<file path="src/rtl/arb_req_queue.sv">
// ---------------------------------------------------------------------------
// arb_req_queue
//
// Per-requester request buffer placed directly in front of one port of the
// two-port round-robin arbiter. Transactions arrive over a valid/ready
// handshake and are held in a DEPTH-entry FIFO. The buffer raises req while
// it holds anything, and on each granted two-cycle arbitration window it
// issues exactly one head entry to the shared downstream port as a one-cycle
// out_valid pulse.
//
// Ports:
//   clk       in   rising-edge clock
//   reset     in   asynchronous, active-low reset
//   in_valid  in   upstream transaction valid
//   in_ready  out  buffer can accept this cycle (registered count only)
//   in_data   in   upstream payload, DATA_W bits
//   req       out  to arbiter req_N; buffer holds at least one entry
//   grant     in   from arbiter grant_N; level, held for the 2-cycle window
//   out_valid out  one-cycle pulse, issued transaction valid
//   out_data  out  issued payload, holds its last value between issues
//   count     out  current occupancy, 0..DEPTH
// ---------------------------------------------------------------------------
module arb_req_queue #(
  parameter  int DATA_W = 32,
  parameter  int DEPTH  = 4,
  localparam int CNT_W  = $clog2(DEPTH + 1),
  localparam int PTR_W  = $clog2(DEPTH)
) (
  input  logic              clk,
  input  logic              reset,
  input  logic              in_valid,
  output logic              in_ready,
  input  logic [DATA_W-1:0] in_data,
  output logic              req,
  input  logic              grant,
  output logic              out_valid,
  output logic [DATA_W-1:0] out_data,
  output logic [CNT_W-1:0]  count
);

  localparam logic [CNT_W-1:0] FullCount = CNT_W'(DEPTH);
  localparam logic [CNT_W-1:0] OneCount  = CNT_W'(1);
  localparam logic [PTR_W-1:0] OnePtr    = PTR_W'(1);

  // Storage is deliberately left out of reset; only the pointers and the
  // occupancy counter define which entries are live.
  logic [DATA_W-1:0] mem_q [DEPTH];

  logic [PTR_W-1:0]  wr_ptr_q, wr_ptr_d;
  logic [PTR_W-1:0]  rd_ptr_q, rd_ptr_d;
  logic [CNT_W-1:0]  count_q, count_d;
  logic              issued_q, issued_d;
  logic              out_valid_q, out_valid_d;
  logic [DATA_W-1:0] out_data_q, out_data_d;

  logic push;
  logic issue;

  // Handshake and request are derived from the registered count alone, so a
  // full FIFO refuses a push even in a cycle where it also issues.
  // issued_q blocks a second issue in the second cycle of a grant window;
  // a grant held for two back-to-back windows therefore issues twice.
  always_comb begin
    in_ready = (count_q != FullCount);
    req      = (count_q != '0);
    push     = in_valid && in_ready;
    issue    = grant && (count_q != '0) && !issued_q;
  end

  // Next-state for pointers, occupancy and the issue register. Pointers wrap
  // naturally because DEPTH is a power of two.
  always_comb begin
    wr_ptr_d    = wr_ptr_q;
    rd_ptr_d    = rd_ptr_q;
    count_d     = count_q;
    issued_d    = issue;
    out_valid_d = issue;
    out_data_d  = out_data_q;

    if (push) begin
      wr_ptr_d = wr_ptr_q + OnePtr;
    end

    if (issue) begin
      rd_ptr_d   = rd_ptr_q + OnePtr;
      out_data_d = mem_q[rd_ptr_q];
    end

    unique case ({push, issue})
      2'b10:   count_d = count_q + OneCount;
      2'b01:   count_d = count_q - OneCount;
      default: count_d = count_q;
    endcase
  end

  always_ff @(posedge clk or negedge reset) begin
    if (!reset) begin
      wr_ptr_q    <= '0;
      rd_ptr_q    <= '0;
      count_q     <= '0;
      issued_q    <= 1'b0;
      out_valid_q <= 1'b0;
      out_data_q  <= '0;
    end else begin
      wr_ptr_q    <= wr_ptr_d;
      rd_ptr_q    <= rd_ptr_d;
      count_q     <= count_d;
      issued_q    <= issued_d;
      out_valid_q <= out_valid_d;
      out_data_q  <= out_data_d;
    end
  end

  always_ff @(posedge clk) begin
    if (push) begin
      mem_q[wr_ptr_q] <= in_data;
    end
  end

  assign out_valid = out_valid_q;
  assign out_data  = out_data_q;
  assign count     = count_q;

endmodule

</file>
<file path="config.mk">
export PLATFORM = sky130hd
export DESIGN_NAME = arb_req_queue
export DESIGN_NICKNAME = d
export VERILOG_FILES = /design/src/rtl/arb_req_queue.sv
export SDC_FILE = /design/constraint.sdc
export NUM_CORES = 1
export LEC_CHECK = 0
export ABC_AREA = 1
export BUFFER_PORTS_ARGS = -buffer_cell sky130_fd_sc_hd__buf_2
export CORE_MARGIN = 2
export CORE_UTILIZATION = 60
export CTS_BUF_LIST = sky130_fd_sc_hd__clkbuf_8 sky130_fd_sc_hd__clkbuf_16
export CTS_CLUSTER_DIAMETER = 80
export CTS_CLUSTER_SIZE = 12
export DETAILED_ROUTE_END_ITERATION = 8
export PLACE_DENSITY = 0.89
export RECOVER_POWER = 50
export SLEW_MARGIN = 15
export SYNTH_ARGS = -nofsm -noshare
export SYNTH_HDL_FRONTEND = slang
export SYNTH_SLANG_ARGS = --single-unit
export TNS_END_PERCENT = 20
</file>
<file path="constraint.sdc">
create_clock -name clk -period 4.77 [get_ports clk]
set_input_delay 0.2385 -clock clk [delete_from_list [all_inputs] [get_ports clk]]
set_output_delay 0.2385 -clock clk [all_outputs]
set_load 0.005 [all_outputs]
</file>
==> metrics <==
CTS resizes 0; Tot GR Track Use 24.54%; Final #Nets 800; ys flop type edfxtp_1; DRC viols 0; worst-skew pair later-pin latency ~430 ps; CTS Sinks 168; hold buffers post-CTS 1; simple-gate share of the synthesized area ~20%; f_max between 300 and 400 MHz; Die W around 110 um; # diodes 0; max-slew violations between 40 and 50; I/O pins between 70 and 80; Final Setup Violations 0; clock power share between 20 and 30%; total wire length about 15000 um; post-synthesis register bit count about 170; failing checks max-capacitance violations, max-slew violations; gr ovfl total 0; Worst Hold Class in2reg; crit end category flop; worst setup path class reg2reg; async set-reset flop share out of synthesis 23.81%; Core Box Area 11470 um^2; H-tree depth 4; Initial Util a little over 60%; post-route minimum period 2655 ps; Avg Cell Area, Syn between 10 and 15 um^2; largest net degree at the start of global routing 67; TritonCTS Buffers 17; first-pass GRT wire length 23650 um; top cell type by total area after synthesis edfxtp_1; max incr delay on CP ~500 ps; share of the synthesized area in the top cell type between 50 and 60%; Synth-to-Final Area Change 13.77%; postcts setup bufs 0; XOR/XNOR Fraction of Synth Area less than 1%; leak pwr 3.816 nW; DPL Wire Length between 8000 and 9000 um; Post-Synth Adder-Cell Area approximately 1.2%; initial antenna violation count 0; synthesized net count around 730; Buf+Inv Stages, Crit Path 2; sw frac a little over a third; Seq pwr share 42.0%; Root Driver clkbuf_16; Synth cell types 25; Gate power share between 30% and 40%; Die H 112.8 um; post-synthesis mux area share 0%; Vias a little under 5000; Rel. slew slack -54.96%; Worst setup SP type flop; Worst-Margin Slew about 2300 ps; Final Hold Fails 0; vias in the first global route about 4800; CTS tree done; Min Hold Slack 67.29 ps; Max Cap Violations 1; drt first pass iters 6; Die ar. between 10000 and 15000 um^2; Cell Int Power 3.342 mW; layout cell share with drive strength beyond 1 between 8 and 9%; largest family of logic cells by synthesized area simple AND/OR/NAND/NOR gates; site row count 39; post-route ant nets 0; synthesized instance count between 600 and 700; sequential share of the synthesized area around 68%; Switch Pwr 1.799 mW; clk_skew around 10 ps; top cells by area, synth edfxtp_1, dfrtp_1, nand2_1, inv_1, nand3_1; Port Buffers 73; filler cell count 708; crit-path max FO 36; CP top delay family simple AND/OR/NAND/NOR gates; Syn. warnings 0; Initial DRC Count ~600; EDFF count, synth 128; maximum vdd drop 0.4436 mV; Clock transition at path regs ~60 ps; setup TNS 0 ps; CP Data Arrival Time about 3000 ps; WL per Instance ~17 um; unrepaired setup endpoints after global routing no; CP max-delay cell inv_4; status finished with violations; Compound-Gate Fraction of Synth Area less than 1%; fin crit share around 56%; CTS max path bufs 2; RD Place Congestion roughly 0.78; Req. time, crit path just over 5000 ps; vias per cell about 5.4; mapped cell area 7097 um^2; critical path cell sequence nor2_4 > nand2_4 > nand3_4 > inv_4 > ha_1 > inv_1 > fa_1 > nand2_1 > nand3b_1 > xor2_1; PD cells around 640 nW/um^2
==> power groups by stage <==
stage	Clock [mW]	Sequential [mW]	Combinational (mW)
after floorplan	0	2.16	1.08
after global placement	0	2.14	1.44
after detailed placement	0	2.17	1.53
after CTS	1.43	2.15	1.57
after global routing	1.50	2.19	1.72
final	1.43	2.16	1.56
==> routing by layer <==
layer	vias to the layer above	wire, um	GRT usage (%)
met5	-	0	0
met2	283	7846	41.48
met3	40	1176	5.463
li1	2260	-	-
met4	0	448	12.28
met1	2312	5747	30.03
==> worst reg2reg max path: stages (launching register included) <==
cell      delay (ps)
dfrtp_1          460
nor2_4            70
nand2_4           80
nand3_4          360
inv_4            510
ha_1             260
inv_1             70
fa_1             400
nand2_1          100
nand3b_1          90
xor2_1           150
==> registers in the layout (all words and copies together), names as in the netlist <==
| register | count |
|---|---|
| out_data | 32 |
| wr_ptr_q | 2 |
| rd_ptr_q | 2 |
| count | 3 |
| out_valid | 1 |
| mem_q | 128 |
==> stage by stage <==
step / cell area, um^2 / setup WS [ps] / instances / util, % / power (mW)
6_report: 8074 / 2115 / 914 / 70.41 / 5.142
4_1_cts: 8134 / 2124 / 914 / 70.93 / 5.155
2_1_floorplan: 7097 / 2269 / 690 / - / 3.235
3_3_place_gp: 7497 / 2314 / 881 / 65.38 / 3.584
3_5_place_dp: 7497 / 2169 / 881 / 65.38 / 3.701
5_1_grt: 8074 / 1770 / 914 / 70.41 / 5.404
==> cells in the mapped netlist (all sizes together), types with 2 or more instances <==
cell type / instances
xnor2: 2
nand2: 267
buf: 25
dfrtp: 40
edfxtp: 128
ha: 5
clkbuf: 2
xor2: 2
nand3: 66
nor2: 5
inv: 142
o21ai: 2
==> cells by family after synthesis <==
kind of cell / count (synthesis)
flip-flops: 168
XOR/XNOR: 4
AND/OR/NAND/NOR: 340
buffers and inverters: 170
adder cells (fa/ha/maj): 6
AO/OA/AOI/OAI: 2
==> layout make-up <==
cell class | instances | area [um^2] | area share (%)
tap | 143 | 178.9 | 2.216
timing repair buffer | 76 | 330.3 | 4.091
inverter | 143 | 539.3 | 6.679
sequential | 168 | 4846 | 60.02
clock buffer | 20 | 478.0 | 5.920
clock inverter | 12 | 148.9 | 1.844
multi-input combinational | 352 | 1553 | 19.23
==> placed cells by master, fill, tap and decap left out, types with 2 or more instances in the layout <==
cell type and count:
buf_2 25, buf_4 2, bufinv_16 3, clkbuf_1 48, clkbuf_16 18, clkbuf_8 2
clkinv_1 2, clkinv_2 2, clkinv_4 3, clkinvlp_4 2, dfrtp_1 39, edfxtp_1 128
ha_1 5, inv_1 140, inv_2 2, nand2_1 265, nand3_1 65, nor2_4 5
xnor2_1 2, xor2_1 2
==> final timing paths <==
path / start / to / slack [ps] / cells after the start
max in group asynchronous: reset / rd_ptr_q[0]$_DFFE_PN0P_ / 2210 / 2
min in group asynchronous: reset / out_data[2]$_DFFE_PN0P_ / 1060 / 2
setup / recovery: count[0]$_DFFE_PN0P_ / count[2]$_DFFE_PN0P_ / 2110 / 10
hold reg to reg: out_data[20]$_DFFE_PN0P_ / out_data[20]$_DFFE_PN0P_ / 470 / 2
setup reg to reg: count[0]$_DFFE_PN0P_ / count[2]$_DFFE_PN0P_ / 2110 / 10
hold / removal: in_data[16] / mem_q[3][16]$_DFFE_PP_ / 70 / 1
No activity file was read; power rests on OpenSTA's default activity.
